## src/rtl/branch_pc_sequencer_if.sv

```systemverilog
// Branch request handshake from decode plus the operand/result path to the
// shared branch-target adder.
interface branch_pc_sequencer_if;
  logic        br_valid;
  logic        br_ready;
  logic        br_taken;
  logic [31:0] br_pc;
  logic [31:0] br_imm32;
  logic [31:0] adder_a;
  logic [31:0] adder_b;
  logic [31:0] adder_result;

  // Requester side: decode plus the external adder.
  modport master (
    output br_valid, br_taken, br_pc, br_imm32, adder_result,
    input  br_ready, adder_a, adder_b
  );

  modport slave (
    input  br_valid, br_taken, br_pc, br_imm32, adder_result,
    output br_ready, adder_a, adder_b
  );
endinterface

```

## src/rtl/branch_pc_sequencer.sv

```systemverilog
// Fetch PC owner: sequential advance, taken-branch resolution through the
// shared adder, then a redirect window with flush asserted.
module branch_pc_sequencer #(
  parameter logic [31:0] RESET_PC     = 32'h0000_0000,
  parameter int unsigned FLUSH_CYCLES = 1
) (
  input  logic                        clk,
  input  logic                        reset,
  input  logic                        stall,
  branch_pc_sequencer_if.slave        bif,
  output logic [31:0]                 pc,
  output logic                        pc_valid,
  output logic                        flush,
  output logic [15:0]                 taken_count,
  output logic                        misalign_err
);

  typedef enum logic [1:0] {FETCH, RESOLVE, REDIRECT} state_e;

  state_e      state_q, state_d;
  logic [31:0] pc_q, pc_d;
  logic [31:0] adder_a_q, adder_a_d;
  logic [31:0] adder_b_q, adder_b_d;
  logic [15:0] taken_count_q, taken_count_d;
  logic        misalign_q, misalign_d;
  logic [3:0]  flush_cnt_q, flush_cnt_d;

  always_ff @(posedge clk or posedge reset) begin
    if (reset) begin
      state_q       <= FETCH;
      pc_q          <= RESET_PC;
      adder_a_q     <= '0;
      adder_b_q     <= '0;
      taken_count_q <= '0;
      misalign_q    <= 1'b0;
      flush_cnt_q   <= '0;
    end else begin
      state_q       <= state_d;
      pc_q          <= pc_d;
      adder_a_q     <= adder_a_d;
      adder_b_q     <= adder_b_d;
      taken_count_q <= taken_count_d;
      misalign_q    <= misalign_d;
      flush_cnt_q   <= flush_cnt_d;
    end
  end

  always_comb begin
    state_d       = state_q;
    pc_d          = pc_q;
    adder_a_d     = adder_a_q;
    adder_b_d     = adder_b_q;
    taken_count_d = taken_count_q;
    misalign_d    = misalign_q;
    flush_cnt_d   = flush_cnt_q;

    unique case (state_q)
      FETCH: begin
        // A taken branch wins over stall and freezes the PC until redirect.
        if (bif.br_valid && bif.br_taken) begin
          adder_a_d = bif.br_pc + 32'd4;
          adder_b_d = bif.br_imm32 << 2;
          if (taken_count_q != 16'hFFFF) taken_count_d = taken_count_q + 16'd1;
          state_d = RESOLVE;
        end else if (!stall) begin
          pc_d = pc_q + 32'd4;
        end
      end
      RESOLVE: begin
        pc_d        = {bif.adder_result[31:2], 2'b00};
        misalign_d  = misalign_q | (bif.adder_result[1:0] != 2'b00);
        flush_cnt_d = 4'(FLUSH_CYCLES);
        state_d     = REDIRECT;
      end
      REDIRECT: begin
        if (!stall) begin
          flush_cnt_d = flush_cnt_q - 4'd1;
          if (flush_cnt_q <= 4'd1) begin
            flush_cnt_d = '0;
            state_d     = FETCH;
          end
        end
      end
      default: state_d = FETCH;
    endcase
  end

  assign bif.br_ready  = (state_q == FETCH);
  assign bif.adder_a   = adder_a_q;
  assign bif.adder_b   = adder_b_q;
  assign pc            = pc_q;
  assign pc_valid      = (state_q == FETCH) && !stall && !reset;
  assign flush         = (state_q != FETCH);
  assign taken_count   = taken_count_q;
  assign misalign_err  = misalign_q;

endmodule

```

## src/flat_wrapper.sv

```systemverilog
// flat-port wrapper written by rule: the top's interface ports become plain ports
module branch_pc_sequencer_flat 
#(
  parameter logic [31:0] RESET_PC     = 32'h0000_0000,
  parameter int unsigned FLUSH_CYCLES = 1
)
  (clk, reset, stall, pc, pc_valid, flush, taken_count, misalign_err, bif_br_valid, bif_br_taken, bif_br_pc, bif_br_imm32, bif_adder_result, bif_br_ready, bif_adder_a, bif_adder_b);
  branch_pc_sequencer_if bif_i ();
  input  logic clk;
  input  logic reset;
  input  logic stall;
  output logic [31:0] pc;
  output logic pc_valid;
  output logic flush;
  output logic [15:0] taken_count;
  output logic misalign_err;
  input wire logic [$bits(bif_i.br_valid)-1:0] bif_br_valid;
  input wire logic [$bits(bif_i.br_taken)-1:0] bif_br_taken;
  input wire logic [$bits(bif_i.br_pc)-1:0] bif_br_pc;
  input wire logic [$bits(bif_i.br_imm32)-1:0] bif_br_imm32;
  input wire logic [$bits(bif_i.adder_result)-1:0] bif_adder_result;
  output wire logic [$bits(bif_i.br_ready)-1:0] bif_br_ready;
  output wire logic [$bits(bif_i.adder_a)-1:0] bif_adder_a;
  output wire logic [$bits(bif_i.adder_b)-1:0] bif_adder_b;
  assign bif_i.br_valid = bif_br_valid;
  assign bif_i.br_taken = bif_br_taken;
  assign bif_i.br_pc = bif_br_pc;
  assign bif_i.br_imm32 = bif_br_imm32;
  assign bif_i.adder_result = bif_adder_result;
  assign bif_br_ready = bif_i.br_ready;
  assign bif_adder_a = bif_i.adder_a;
  assign bif_adder_b = bif_i.adder_b;
  branch_pc_sequencer #(.RESET_PC(RESET_PC), .FLUSH_CYCLES(FLUSH_CYCLES)) u_core (.clk(clk), .reset(reset), .stall(stall), .bif(bif_i), .pc(pc), .pc_valid(pc_valid), .flush(flush), .taken_count(taken_count), .misalign_err(misalign_err));
endmodule
```

## config.mk

```make
export PLATFORM = sky130hd
export DESIGN_NAME = branch_pc_sequencer_flat
export DESIGN_NICKNAME = d
export VERILOG_FILES = /design/src/rtl/branch_pc_sequencer_if.sv /design/src/rtl/branch_pc_sequencer.sv /design/src/flat_wrapper.sv
export SDC_FILE = /design/constraint.sdc
export NUM_CORES = 1
export LEC_CHECK = 0
export CAP_MARGIN = 10
export CORE_MARGIN = 2
export CORE_UTILIZATION = 45
export CTS_CLUSTER_SIZE = 14
export DETAILED_ROUTE_END_ITERATION = 8
export PLACE_DENSITY = 0.81
export RECOVER_POWER = 100
export REMOVE_ABC_BUFFERS = 1
export SETUP_SLACK_MARGIN = 0.1
export SKIP_CTS_REPAIR_TIMING = 1
export SLEW_MARGIN = 15
export SYNTH_ARGS = -nofsm -noshare
export SYNTH_HDL_FRONTEND = slang
export SYNTH_SLANG_ARGS = --single-unit
```

## constraint.sdc

```tcl
create_clock -name clk -period 5.37 [get_ports clk]
set_clock_uncertainty 0.05 [all_clocks]
set_input_delay 1.074 -clock clk [delete_from_list [all_inputs] [get_ports clk]]
set_output_delay 1.074 -clock clk [all_outputs]
set_load 0.01 [all_outputs]
```

==> flow_summary.toml, run 1 <==
[critical_path]
critPathKind = "primary input to asynchronous set/reset pin"
startpoint_type = "primary input"
critPathBufInv = 3
cp-end-kind = "asynchronous set/reset pin"
r2r_start = "u_core.state_q[1]$_DFFE_PP0P_"
crit_chain = "dlygate4sd3_1 > clkinvlp_2 > clkbuf_1"
critPathArrivalTime_ps = 3980
cp_slowest_cell = "clkbuf_1"
startpoint = "reset"
cp_top_family = "buffers and inverters"
cp_max_fo = 36
crit_required_ps = 5510
critPathMaxStageDelay_ps = 1330

[routing]
drt_pass1_iterations = 5
drtIter0Drc = 340
viasPerCell = 5.34
postRouteAntennaNets = 0
routed_wl_um = 16500
vias = 5645
remaining_drc_errors = 0
avgRoutedWirePerCell_um = 15.6

[sta]
timing.slew.headroom = -0.161
finalCriticalPeriod_ps = 3840
finalHoldViolCount = 0
finalSetupViolCount = 0
final.setup.tns_ps = 0
fmax_ghz = 0.260
timing.final.crit_share = 0.716
worst_slew_pin_slew_ps = 1740
maxSlewViolCount = 201
grt_setup_unrepaired = "false"

[global_routing]
grt-ovfl-total = 0
grt_max_degree = 93
antenna_found_initial = 0
grt_usage = 0.242
grt_pass1_vias = 5522
grt_pass1_wl_um = 27400

[floorplanning]
start_util = 0.465
core_area_mm2 = 0.0128
dieArea_mm2 = 0.0141
io_pins = 217
die_x_um = 119
die_h_um = 119
rows = 41

[power]
leakage_nw = 3.77
switching_share = 0.362
combPwrFrac = 0.386
ir_drop_uv = 302
p_clk_frac = 0.250
seqPwrFrac = 0.364
p_int_mw = 2.68
power_switching_mw = 1.52
powerDensity_mw_per_mm2 = 484

[synth]
synthDominantCellAreaShare = 0.484
syn_inst = 668
yosysSeqAreaShare = 0.484
yosysTopAreaCell = "dfrtp_1"
synth.distinct_cells = 65
synthArstFlopShare = 1.00
syn-cell-area_mm2 = 0.00594
synth_enable_flop_cells = 0
dominantRegCellSynth = "dfrtp_1"
syn-mean-instance-area_um2 = 8.90
synthTopCellsByArea = "dfrtp_1, nand2_1, o21ai_0"
ys_ff_latch = 115
yosys_warnings = 0

[worst_hold_path]
min_path_type = "flip-flop to flip-flop"
worstHoldStart = "u_core.misalign_err$_DFFE_PP0P_"

[cts]
clockBufferDepth = 2
root_buffer = "clkbuf_16"
htree_levels = 4
clkLatencyLatePin_ps = 410
tritoncts = "done"
cts_inserted_buffers = 17
clkTransAtPathRegs_ps = 50
clkSinkCount = 115

[outcome]
violations = "capacitance limit, slew limit"
status = "complete, but fails checks"

[placed_design]
dp_hpwl_um = 11600
port_buffers = 210
gp_congestion = 0.896
dpl.cell_count = 1026

[finish]
post-route-util = 0.679
layout.nets = 979
n_antenna_cell = 0
final_common_cell = "nand2_1"
area_growth_pct = 45.9
drive_above_1_share = 0.0609
n_fill_cell = 1017
final_cells = 1058
final_cell_mix = "nand2_1, dlygate4sd3_1, dfrtp_1"

[job]
drv_cap = 4
final cells by class:
cell class / count / area (um2) / area share
repair buffers: 216 / 2130 / 0.246
clock inverters: 8 / 50.0 / 0.00577
clock buffers: 24 / 512 / 0.0590
flip-flops and latches: 115 / 2880 / 0.332
inverters: 15 / 57.6 / 0.00664
multi-input cells: 508 / 2830 / 0.326
well taps: 172 / 215 / 0.0248
state kept, by name, summed over array words and instances (netlist names):
name,cells
u_core.flush_cnt_q,4
u_core.pc,30
u_core.bif.adder_a,32
u_core.misalign_err,1
u_core.state_q,2
u_core.bif.adder_b,30
u_core.taken_count,16
stage by stage:
step	setup slack, ps	hold WS [ps]	cell area (um2)	power (mW)
floorplan	480	463	5770	2.33
global placement	1830	406	8150	3.27
detailed placement	1840	412	8150	3.31
CTS	1790	425	8710	4.39
global route	924	434	8670	4.50
finish	1530	414	8670	4.20
cell families after synthesis:
logic type               count (synthesis)  synth area share
AO/OA/AOI/OAI                          117             0.125
XOR/XNOR                                41            0.0604
adder cells (fa/ha/maj)                  5            0.0105
buffers and inverters                   48            0.0406
flip-flops                             115             0.484
multiplexers                             6            0.0103
other                                    1          0.000631
AND/OR/NAND/NOR                        335             0.269
synthesized netlist by cell type, types with 3 or more instances:
library cell,count
buf_4,4
o22ai_1,6
xnor2_1,19
a31oi_1,4
inv_1,13
or4_1,4
nand3_1,44
nand3_2,3
xor2_1,22
nor3_1,16
and3_1,8
nor4_1,6
o21ai_0,49
nand4_1,20
nor4_4,3
buf_1,3
nand2_1,175
ha_1,5
o211ai_1,3
a21oi_1,19
a22oi_1,9
dfrtp_1,115
nor2_1,34
clkbuf_1,20
nor2b_1,5
mux2i_1,5
clkbuf_8,3
a211oi_1,3
power by group through the flow:
stage                     Clock, mW  Sequential [mW]  Combinational [mW]
final                          1.05             1.53                1.62
after global routing           1.11             1.59                1.80
after CTS                      1.07             1.54                1.77
after detailed placement          0             1.55                1.76
after global placement            0             1.54                1.73
after floorplan                   0             1.67               0.656
worst paths after layout:
path | cells after the start | slack, ps | to
setup / recovery | 3 | 1530 | u_core.pc[2]$_DFFE_PP0P_
max in group clk | 3 | 1690 | pc_valid
hold reg to reg | 1 | 410 | u_core.misalign_err$_DFFE_PP0P_
setup reg to reg | 6 | 2190 | u_core.taken_count[12]$_DFFE_PP0P_
min in group asynchronous | 2 | 1500 | u_core.pc[28]$_DFFE_PP0P_
hold / removal | 1 | 410 | u_core.misalign_err$_DFFE_PP0P_
routing by layer:
layer / track usage / vias up / wire length, um
met3: 0.0996 / 17 / 1520
li1: - / 2742 / -
met4: 0.0833 / 0 / 229
met5: 0 / - / 0
met1: 0.296 / 2667 / 6670
met2: 0.386 / 219 / 8050
Note: power is estimated with default switching activity, not from simulation.
==> inputs of run 2 (changes only) <==
Clock period 5.37 ns to 4 ns, I/O delays scaled along.
==> run 2 against run 1 <==
Net effect: largest power group unchanged; sequential share of layout area fell by 0.10 points; critical path depth rose by 1; utilization rose by 0.21 points; worst hold slack improved by 3.2 ps; die area did not move; register-to-register slack got worse by 1300 ps; largest cell class unchanged; non-clock buffer count rose by 1; the flow still finishes with violations (capacitance limit, slew limit); worst setup slack got worse by 860 ps.
==> flow_summary.toml, run 2 (synthesis gave the netlist of run 1 again) <==
[worst_hold_path]
min_path_cells = 1
min_path_type = "flip-flop to flip-flop"
min_to = "u_core.misalign_err$_DFFE_PP0P_"
worstHoldStart = "u_core.misalign_err$_DFFE_PP0P_"

[sta]
hold_ws_ps = 417
timing.final.crit_share = 0.833
finalCriticalPeriod_ps = 3330
worst_slew_pin_slew_ps = 2140
finalSetupViolCount = 0
timing.slew.headroom = -0.429
grt_setup_unrepaired = "false"
final.setup.tns_ps = 0
maxSlewViolCount = 221
finalWorstSetupSlack_ps = 667
fmax_ghz = 0.300
finalHoldViolCount = 0

[placed_design]
gp_congestion = 0.868
dp_hpwl_um = 11800
post-place-ws_ps = 751
port_buffers = 210
place_area_mm2 = 0.00818

[global_routing]
grt-ovfl-total = 0
grt_usage = 0.248
grt_max_degree = 91
antenna_found_initial = 0
grt_pass1_wl_um = 28200
grt_pass1_vias = 5666

[finish]
area_growth_pct = 46.3
multiInputGateArea_mm2 = 0.00282
seqCellArea_mm2 = 0.00288
drive_above_1_share = 0.0564
fin_area_mm2 = 0.00870
n_antenna_cell = 0
largest_register_ffs = 32
final_common_cell = "nand2_1"
n_fill_cell = 1013
final_cell_mix = "nand2_1, dfrtp_1, dlygate4sd3_1"
layout.nets = 980

[critical_path]
cp-end-kind = "output pin"
r2r_cells = 4
cp_slowest_cell = "dfrtp_1"
reg2reg_to = "u_core.bif.adder_a[31]$_DFFE_PP0P_"
r2r_start = "u_core.state_q[0]$_DFFE_PP0P_"
cp_top_family = "buffers and inverters"
critPathBufInv = 2
startpoint_type = "flip-flop"
critPathKind = "flip-flop to output pin"
startpoint = "u_core.state_q[0]$_DFFE_PP0P_"
cp_max_fo = 19
critPathArrivalTime_ps = 2480
crit_required_ps = 3150
reg2reg_slack_ps = 940
crit_chain = "inv_1 > nand2_1 > nor3_1 > dlygate4sd3_1"
critPathMaxStageDelay_ps = 720

[cts]
clkTransAtPathRegs_ps = 50
cts_inserted_buffers = 17
root_buffer = "clkbuf_16"
htree_levels = 4
tritoncts = "done"
clkSinkCount = 115
clockBufferDepth = 2
clkLatencyLatePin_ps = 410

[routing]
drtIter0Drc = 425
vias = 5771
routed_wl_um = 16900
postRouteAntennaNets = 0
avgRoutedWirePerCell_um = 15.9
remaining_drc_errors = 0
viasPerCell = 5.45
drt_pass1_iterations = 5

[outcome]
status = "complete, but fails checks"
violations = "capacitance limit, slew limit"

[floorplanning]
io_pins = 217
start_util = 0.465
die_x_um = 119
dieArea_mm2 = 0.0141
rows = 41
die_h_um = 119
core_area_mm2 = 0.0128

[power]
ir_drop_uv = 420
power.total_mw = 5.73
leakage_nw = 3.79
powerDensity_mw_per_mm2 = 659

[job]
drv_cap = 4
==> run 2: how the worst max path moves through the flow <==
stage	endpoint	slack, ps	cells past startpoint
floorplan	u_core.taken_count[1]$_DFFE_PP0P_	-620	4
global placement	u_core.pc[18]$_DFFE_PP0P_	760	6
detailed placement	u_core.pc[18]$_DFFE_PP0P_	750	6
CTS	pc_valid	840	4
global route	u_core.bif.adder_a[31]$_DFFE_PP0P_	530	5
finish	pc_valid	670	4
==> run 2: metrics by stage <==
| stage | utilization | instances |
|---|---|---|
| 3_5_place_dp | 0.641 | 1027 |
| 6_report | 0.681 | 1059 |
| 3_3_place_gp | 0.641 | 1027 |
| 4_1_cts | 0.685 | 1059 |
| 2_1_floorplan | - | 638 |
| 5_1_grt | 0.681 | 1059 |
==> run 2: area by class of cell <==
type,instances,area share
Timing Repair Buffer,217,0.248
Clock inverter,10,0.0124
Tap cell,172,0.0247
Clock buffer,22,0.0534
Multi-Input combinational cell,508,0.325
Inverter,15,0.00647
Sequential cell,115,0.331
==> run 2: worst reg2reg max path: cells and delay by family (launching register included) <==
kind | cells | cell delay, ps
simple gates | 3 | 1410
flops | 1 | 600
buf+inv | 1 | 940
==> run 2: where the power goes <==
part / internal [mW] / total [mW] / switching, mW
logic: 1.08 / 2.22 / 1.14
registers: 1.64 / 2.04 / 0.399
clock network: 0.942 / 1.47 / 0.524
==> run 2: metal layers <==
layer / track usage / vias to the layer above / part of all wire
met2: 0.401 / 253 / 0.49
met1: 0.305 / 2741 / 0.39
met4: 0.0982 / 0 / 0.020
li1: - / 2751 / -
met5: 0 / - / 0
met3: 0.0867 / 26 / 0.093
==> inputs of run 3 (changes only) <==
Settings changed: CORE_UTILIZATION 45 to 41, PLACE_DENSITY 0.81 to 0.78.
Clock period 4 ns to 2.9 ns, I/O delays scaled along.
==> run 3 against run 2 <==
Net effect: the run now ends clean; design area increased by 1.8%; utilization decreased by 6.5 points; clock power increased by 56%; power increased by 45%; final cell count increased by 2.5%; largest cell class unchanged; highest routed layer unchanged.
==> flow_summary.toml, run 3 (synthesis gave the netlist of run 1 again) <==
[power]
leakage_nw = 3.88
ir_drop_uv = 595
power.total_mw = 8.29
powerDensity_mw_per_mm2 = 936

[critical_path]
critPathArrivalTime_ps = 2020
cp_top_family = "buffers and inverters"
cp_slowest_cell = "dlygate4sd3_1"
startpoint_type = "primary input"
critPathKind = "primary input to output pin"
critPathBufInv = 3
crit_required_ps = 2270
critPathMaxStageDelay_ps = 620
crit_chain = "clkdlybuf4s50_1 > buf_4 > nor3_1 > dlygate4sd3_1"
cp-end-kind = "output pin"
cp_max_fo = 7

[cts]
clkLatencyLatePin_ps = 420
root_buffer = "clkbuf_16"
tritoncts = "done"
clkSinkCount = 115
htree_levels = 4
cts_inserted_buffers = 17
clockBufferDepth = 2
clkTransAtPathRegs_ps = 50

[routing]
drtIter0Drc = 433
viasPerCell = 5.38
vias = 5840
remaining_drc_errors = 0
routed_wl_um = 17300
postRouteAntennaNets = 0
avgRoutedWirePerCell_um = 15.9
drt_pass1_iterations = 5

[finish]
n_fill_cell = 1229
layout.nets = 995
final_common_cell = "nand2_1"
n_antenna_cell = 0
final_cell_mix = "nand2_1, dlygate4sd3_1, dfrtp_1"
area_growth_pct = 49.0
post-route-util = 0.616
fin_area_mm2 = 0.00886
drive_above_1_share = 0.0732
largest_register_ffs = 32

[placed_design]
port_buffers = 210
gp_congestion = 0.800
dp_hpwl_um = 12000
place_area_mm2 = 0.00831
post-place-ws_ps = 253

[sta]
finalSetupViolCount = 0
worst_slew_pin_slew_ps = 1310
maxSlewViolCount = 0
fmax_ghz = 0.377
finalCriticalPeriod_ps = 2650
timing.final.crit_share = 0.915
finalHoldViolCount = 0
grt_setup_unrepaired = "false"
timing.slew.headroom = 0.122
finalWorstSetupSlack_ps = 247

[floorplanning]
die_h_um = 124
core_area_mm2 = 0.0144
rows = 44
dieArea_mm2 = 0.0155
die_x_um = 124
start_util = 0.414
io_pins = 217

[global_routing]
grt_pass1_vias = 5576
grt_usage = 0.224
grt_pass1_wl_um = 28500
grt-ovfl-total = 0
antenna_found_initial = 0
grt_max_degree = 45

[outcome]
status = "complete, no violations"

[worst_hold_path]
min_path_type = "flip-flop to flip-flop"

[job]
drv_cap = 0
==> run 3: layout make-up <==
cell class                      instances  area [um2]  area share
Clock buffer                           23         498      0.0562
Clock inverter                          9         149      0.0168
Inverter                               15        57.6     0.00650
Multi-Input combinational cell        508        2790       0.315
Sequential cell                       115        2880       0.325
Tap cell                              184         230      0.0260
Timing Repair Buffer                  232        2250       0.254
==> run 3: metrics by stage <==
step | TNS [ps] | hold WS [ps] | std cells
final | 0 | 416 | 1086
after global routing | 0 | 444 | 1086
after CTS | 0 | 426 | 1086
after detailed placement | 0 | 411 | 1054
after global placement | 0 | 406 | 1054
after floorplan | -152750 | 463 | 638
==> run 3: path summary, 6_finish.rpt <==
path                                                    start                                  to  slack, ps  depth (start not counted)
min in group asynchronous                               reset           u_core.pc[19]$_DFFE_PP0P_        880                          2
hold reg to reg            u_core.bif.adder_b[15]$_DFFE_PP0P_  u_core.bif.adder_b[15]$_DFFE_PP0P_        420                          2
hold / removal             u_core.bif.adder_b[15]$_DFFE_PP0P_  u_core.bif.adder_b[15]$_DFFE_PP0P_        420                          2
max in group asynchronous                               reset  u_core.bif.adder_a[11]$_DFFE_PP0P_        540                          3
setup / recovery                                        stall                            pc_valid        250                          4
setup reg to reg                     u_core.pc[2]$_DFFE_PP0P_           u_core.pc[25]$_DFFE_PP0P_        370                          5
==> run 3: worst reg2reg max path: stages, from the launching register on <==
cell and delay (ps):
dfrtp_1 450, nand4_1 190, nor4_2 840, and2_0 460
a311oi_1 170, a311oi_2 280
==> run 3: where the power goes <==
part / total (mW) / switching (mW) / internal, mW
clock network: 2.30 / 0.750 / 1.55
logic: 3.18 / 1.63 / 1.55
registers: 2.82 / 0.547 / 2.27
total: 8.29 / 2.93 / 5.37
==> run 3: layer usage <==
metal	vias to the layer above	wire, um	global-route usage
met5	-	0	0
met4	0	133	0.0535
met3	14	1770	0.0863
met2	279	8270	0.362
met1	2769	7110	0.286
li1	2778	-	-
==> variant 1: new RTL, flow settings as in run 2 <==
Re-encode `state_e` (3 states) as one-hot, 3 bits wide.
--- a/src/rtl/branch_pc_sequencer.sv
+++ b/src/rtl/branch_pc_sequencer.sv
@@ -16,5 +16,5 @@
 );
 
-  typedef enum logic [1:0] {FETCH, RESOLVE, REDIRECT} state_e;
+  typedef enum logic [2:0] {FETCH = 3'b001, RESOLVE = 3'b010, REDIRECT = 3'b100} state_e;
 
   state_e      state_q, state_d;
Check against the original RTL: same outputs for any inputs over 4 cycles, from zero or initial values and one cycle with reset high; so few cycles prove little.
==> variant 1 against run 2 <==
The flow still finishes with violations (capacitance limit, slew limit); sequential cell count is 1 higher; total power is 14% lower; wire length is 3.8% lower; cell area is 1.3% lower; setup slack better by 0.090 ns; critical path depth is 3 higher; core utilization is 0.53 points higher; synthesized cell count is 4.6% lower; non-clock buffer count is 3 lower; die area is 3.4% lower; register-to-register slack worse by 0.18 ns; synthesized area is 3.5% lower; highest routed layer unchanged.
==> variant 1: results (changes against run 2) <==
outcome: complete, but fails checks
failing checks: capacitance limit, slew limit
sequential power: 1880 µW (-8%)
WHS Path Cells: 2 (+1)
Area contributors post-synth: dfrtp_1 (50%), nand2_1 (11%), xnor2_1 (7.3%), o21ai_0 (4.3%), nand3_1 (2.7%)
layout cells sized above 1: 5.48% (-0.15 points)
R2R Setup Slk: 0.76 ns (-0.18 ns)
via count: 5,437 (-5.8%)
Adder-Cell Fraction of Synth Area: 1.09% (+0.038 points)
Hold Path End: u_core.bif.adder_b[7]
CP delay by family, top: simple AND/OR/NAND/NOR gates
HPWL after DPL: 11,700 µm (-1.0%)
Placement Cell Area: 0.00798 mm² (-2.5%)
Slowest cell on crit path: nand3_1
MaxCap Viol Count: 1 (-3)
final wirelength: 16,200 µm (-3.8%)
Post-synth top cells: nand2_1 (173), dfrtp_1 (115), o21ai_0 (49), xnor2_1 (48), nor2_1 (34)
Compound-Gate Fraction of Synth Area: 7.50% (-5.0 points)
Worst R2R End: u_core.taken_count[11]
Final Max Tran Viols: 55 (-75%)
critical path's largest stage delay: 0.77 ns (+0.05 ns)
largest net degree at the start of global routing: 65 (-29%)
Static Leakage: 0.00374 µW (-1.1%)
fin crit period: 3.24 ns (-0.0903 ns)
Hold WS: 0.416 ns (-0.00167 ns)
synth unique cells: 52 (-20%)
first-pass GRT wire length: 25,600 µm (-9.3%)
GRT Util Overall: 24.3% (-0.53 points)
worst reg2reg path depth: 7 (+3)
worst hold path startpoint: u_core.bif.adder_b[7]
Crit. Startpoint: u_core.state_q[0]
sequential area share after synthesis: 50.6% (+2.2 points)
Net Sw Frac: 31.6% (-4.5 points)
CP max FO: 29 (+10)
Worst EP arrival: 3.49 ns (+1.01 ns)
crit path capture type: register
Iteration-0 DRC Markers: 514 (+21%)
Least-Margin Pin Slew: 2.10 ns (-0.0456 ns)
clock power share: 32.2% (+6.6 points)
Final nets: 950 (-3.1%)
Post-Place Worst Slack: 0.911 ns (+0.160 ns)
gpl congestion: 0.971 (+12%)
maximum VDD drop: 0.000331 V (-21%)
Clk. pwr: 1600 µW (+9%)
-- variant 1: cells by family after synthesis --
| group | after synthesis |
|---|---|
| mux | 1 |
| flops | 116 |
| fa+ha+maj | 5 |
| xor+xnor | 64 |
| buf+inv | 41 |
| other cells | 1 |
| compound gates | 76 |
| simple gates | 333 |
-- variant 1: cell type report --
class	count	area (µm²)
Multi-Input combinational cell	483	2650
Inverter	12	45.0
Clock inverter	8	120
Sequential cell	116	2900
Timing Repair Buffer	214	2140
Fill cell	1011	3930
Clock buffer	24	512
Tap cell	172	215
-- variant 1: per-layer routing --
metal,track usage (%),vias up,wire (µm)
met5,0,-,0
li1,-,2568,-
met1,27.4,2552,6450
met2,40.9,276,7730
met3,8.39,41,1600
met4,12.7,0,440
-- variant 1: stage by stage --
step / util (%) / cells / setup TNS, ns
after global routing: 68.6 / 1029 / 0
after floorplan: - / 611 / -10.18
final: 68.6 / 1029 / 0
after CTS: 68.8 / 1029 / 0
after global placement: 63.7 / 997 / 0
after detailed placement: 63.7 / 997 / 0
==> variant 2: new RTL, settings of run 2 <==
Without the edit above. Register the output `taken_count` once more, with the module's reset; this adds one clock of latency there. The other outputs are not delayed to match.
--- a/src/rtl/branch_pc_sequencer.sv
+++ b/src/rtl/branch_pc_sequencer.sv
@@ -92,5 +92,11 @@
   assign pc_valid      = (state_q == FETCH) && !stall && !reset;
   assign flush         = (state_q != FETCH);
-  assign taken_count   = taken_count_q;
+  always_ff @(posedge clk or posedge reset) begin
+    if (reset) begin
+      taken_count <= '0;
+    end else begin
+      taken_count <= taken_count_q;
+    end
+  end
   assign misalign_err  = misalign_q;
 
Check against the original RTL: not equivalent (a bounded check fails within 4 cycles, from zero or initial values and one cycle with reset high).
==> variant 2 against run 2 <==
The flow still finishes with violations (capacitance limit, slew limit); sequential cell count rose by 16; total power rose by 4.7%; first-iteration DRC count up 7.3%; hold slack lost 0.039 ns; cell area is 6.1% higher; synthesized area rose by 7.7%; setup slack got worse by 0.0067 ns; wire length increased by 4.5%; global-route usage decreased by 0.58 points; sequential share of layout area rose by 2.4 points; die area increased by 7.5%.
==> variant 2: results (changes against run 2) <==
outcome: complete, but fails checks
failing checks: capacitance limit, slew limit
Slowest cell on crit path: dlygate4sd3_1
Placement Cell Area: 0.00866 mm² (+5.9%)
MaxCap Viol Count: 1 (-3)
first-pass GRT wire length: 28,200 µm (about the same)
HPWL after DPL: 12,400 µm (+4.7%)
Area contributors post-synth: dfrtp_1 (51%), nand2_1 (9.3%), xor2_1 (3.8%), o21ai_0 (3.7%), nand3_1 (2.3%)
Static Leakage: 0.00413 µW (+9.1%)
Final Max Tran Viols: 49 (-78%)
layout cells sized above 1: 7.09% (+1.5 points)
crit path to: bif_br_ready
maximum VDD drop: 0.000342 V (-19%)
gpl congestion: 0.876 (+0.95%)
Crit. Startpoint: u_core.state_q[1]
vias in the first global route: 5,734 (+1.2%)
CP max FO: 16 (-3)
1st-pass router iterations: 4 (-1)
Least-Margin Pin Slew: 2.27 ns (+0.131 ns)
GRT Util Overall: 24.3% (-0.58 points)
Post-synth top cells: nand2_1 (159), dfrtp_1 (131), o21ai_0 (47), nor2_1 (37), nand3_1 (30)
largest net degree at the start of global routing: 60 (-34%)
final wirelength: 17,600 µm (+4.5%)
Worst R2R End: u_core.taken_count_q[13]
drt via density: 5.39 (-1.0%)
Compound-Gate Fraction of Synth Area: 12.4% (-0.036 points)
Post-Syn Instances: 685 (+2.5%)
worst reg2reg path depth: 9 (+5)
Mapped Area: 0.00640 mm² (+7.7%)
Final nets: 996 (+1.6%)
sequential area share after synthesis: 51.2% (+2.8 points)
[variant 2: changes by cell type after synthesis, sizes merged, moves of 10 or more]
cell   before  now
nand3      47   32
dfrtp     115  131
and4        1   11
and3        8   24
nand2     176  161
[variant 2: where the power goes]
group          switching (µW)  internal [µW]  leakage, µW  total, µW
clock                     608            940     0.000283       1550
combinational            1090           1100      0.00222       2190
sequential                426           1830      0.00162       2260
total                    2130           3870      0.00413       6000
[variant 2: area by class of cell]
type	count	area [µm²]	share of cell area, %
inverters	11	45.0	0.488
flip-flops and latches	131	3280	35.5
clock inverters	14	154	1.67
clock buffers	18	439	4.76
well taps	180	225	2.44
multi-input cells	510	2910	31.5
repair buffers	219	2180	23.6
[variant 2: through the flow]
step / setup TNS, ns / utilization, % / setup slack, ns / hold slack (ns)
after global placement: 0 / 62.4 / 0.925 / 0.355
after detailed placement: 0 / 62.4 / 0.901 / 0.365
after global routing: 0 / 66.5 / 0.503 / 0.389
final: 0 / 66.5 / 0.660 / 0.379
after floorplan: -45.55 / - / -0.348 / 0.335
after CTS: 0 / 66.7 / 0.978 / 0.381
[variant 2: critical path: cells and delay by family (launching register included)]
kind	cells	cell delay (ns)
buffers and inverters	3	1.38
DFF	1	0.49
and+or+nand+nor	1	0.19
[variant 2: per-layer routing]
metal,vias up,wire [µm],track usage [%]
li1,2826,-,-
met1,2739,7280,28.6
met2,240,8130,39.6
met3,35,1810,9.78
met4,0,407,9.59
met5,-,0,0
[variant 2: worst min-delay path by stage]
stage                             startpoint                endpoint  slack [ns]  cells past startpoint
global placement    u_core.taken_count_q[14]  u_core.taken_count[14]        0.35                      0
finish               u_core.taken_count_q[5]   u_core.taken_count[5]        0.38                      0
detailed placement   u_core.taken_count_q[5]   u_core.taken_count[5]        0.36                      0
global route         u_core.taken_count_q[5]   u_core.taken_count[5]        0.39                      0
CTS                  u_core.taken_count_q[5]   u_core.taken_count[5]        0.38                      0
floorplan            u_core.taken_count_q[5]   u_core.taken_count[5]        0.33                      0
[variant 2: logic make-up after synthesis]
logic type,Yosys count
other cells,1
simple gates,327
mux,7
fa+ha+maj,5
xor+xnor,41
flops,131
compound gates,126
buf+inv,47
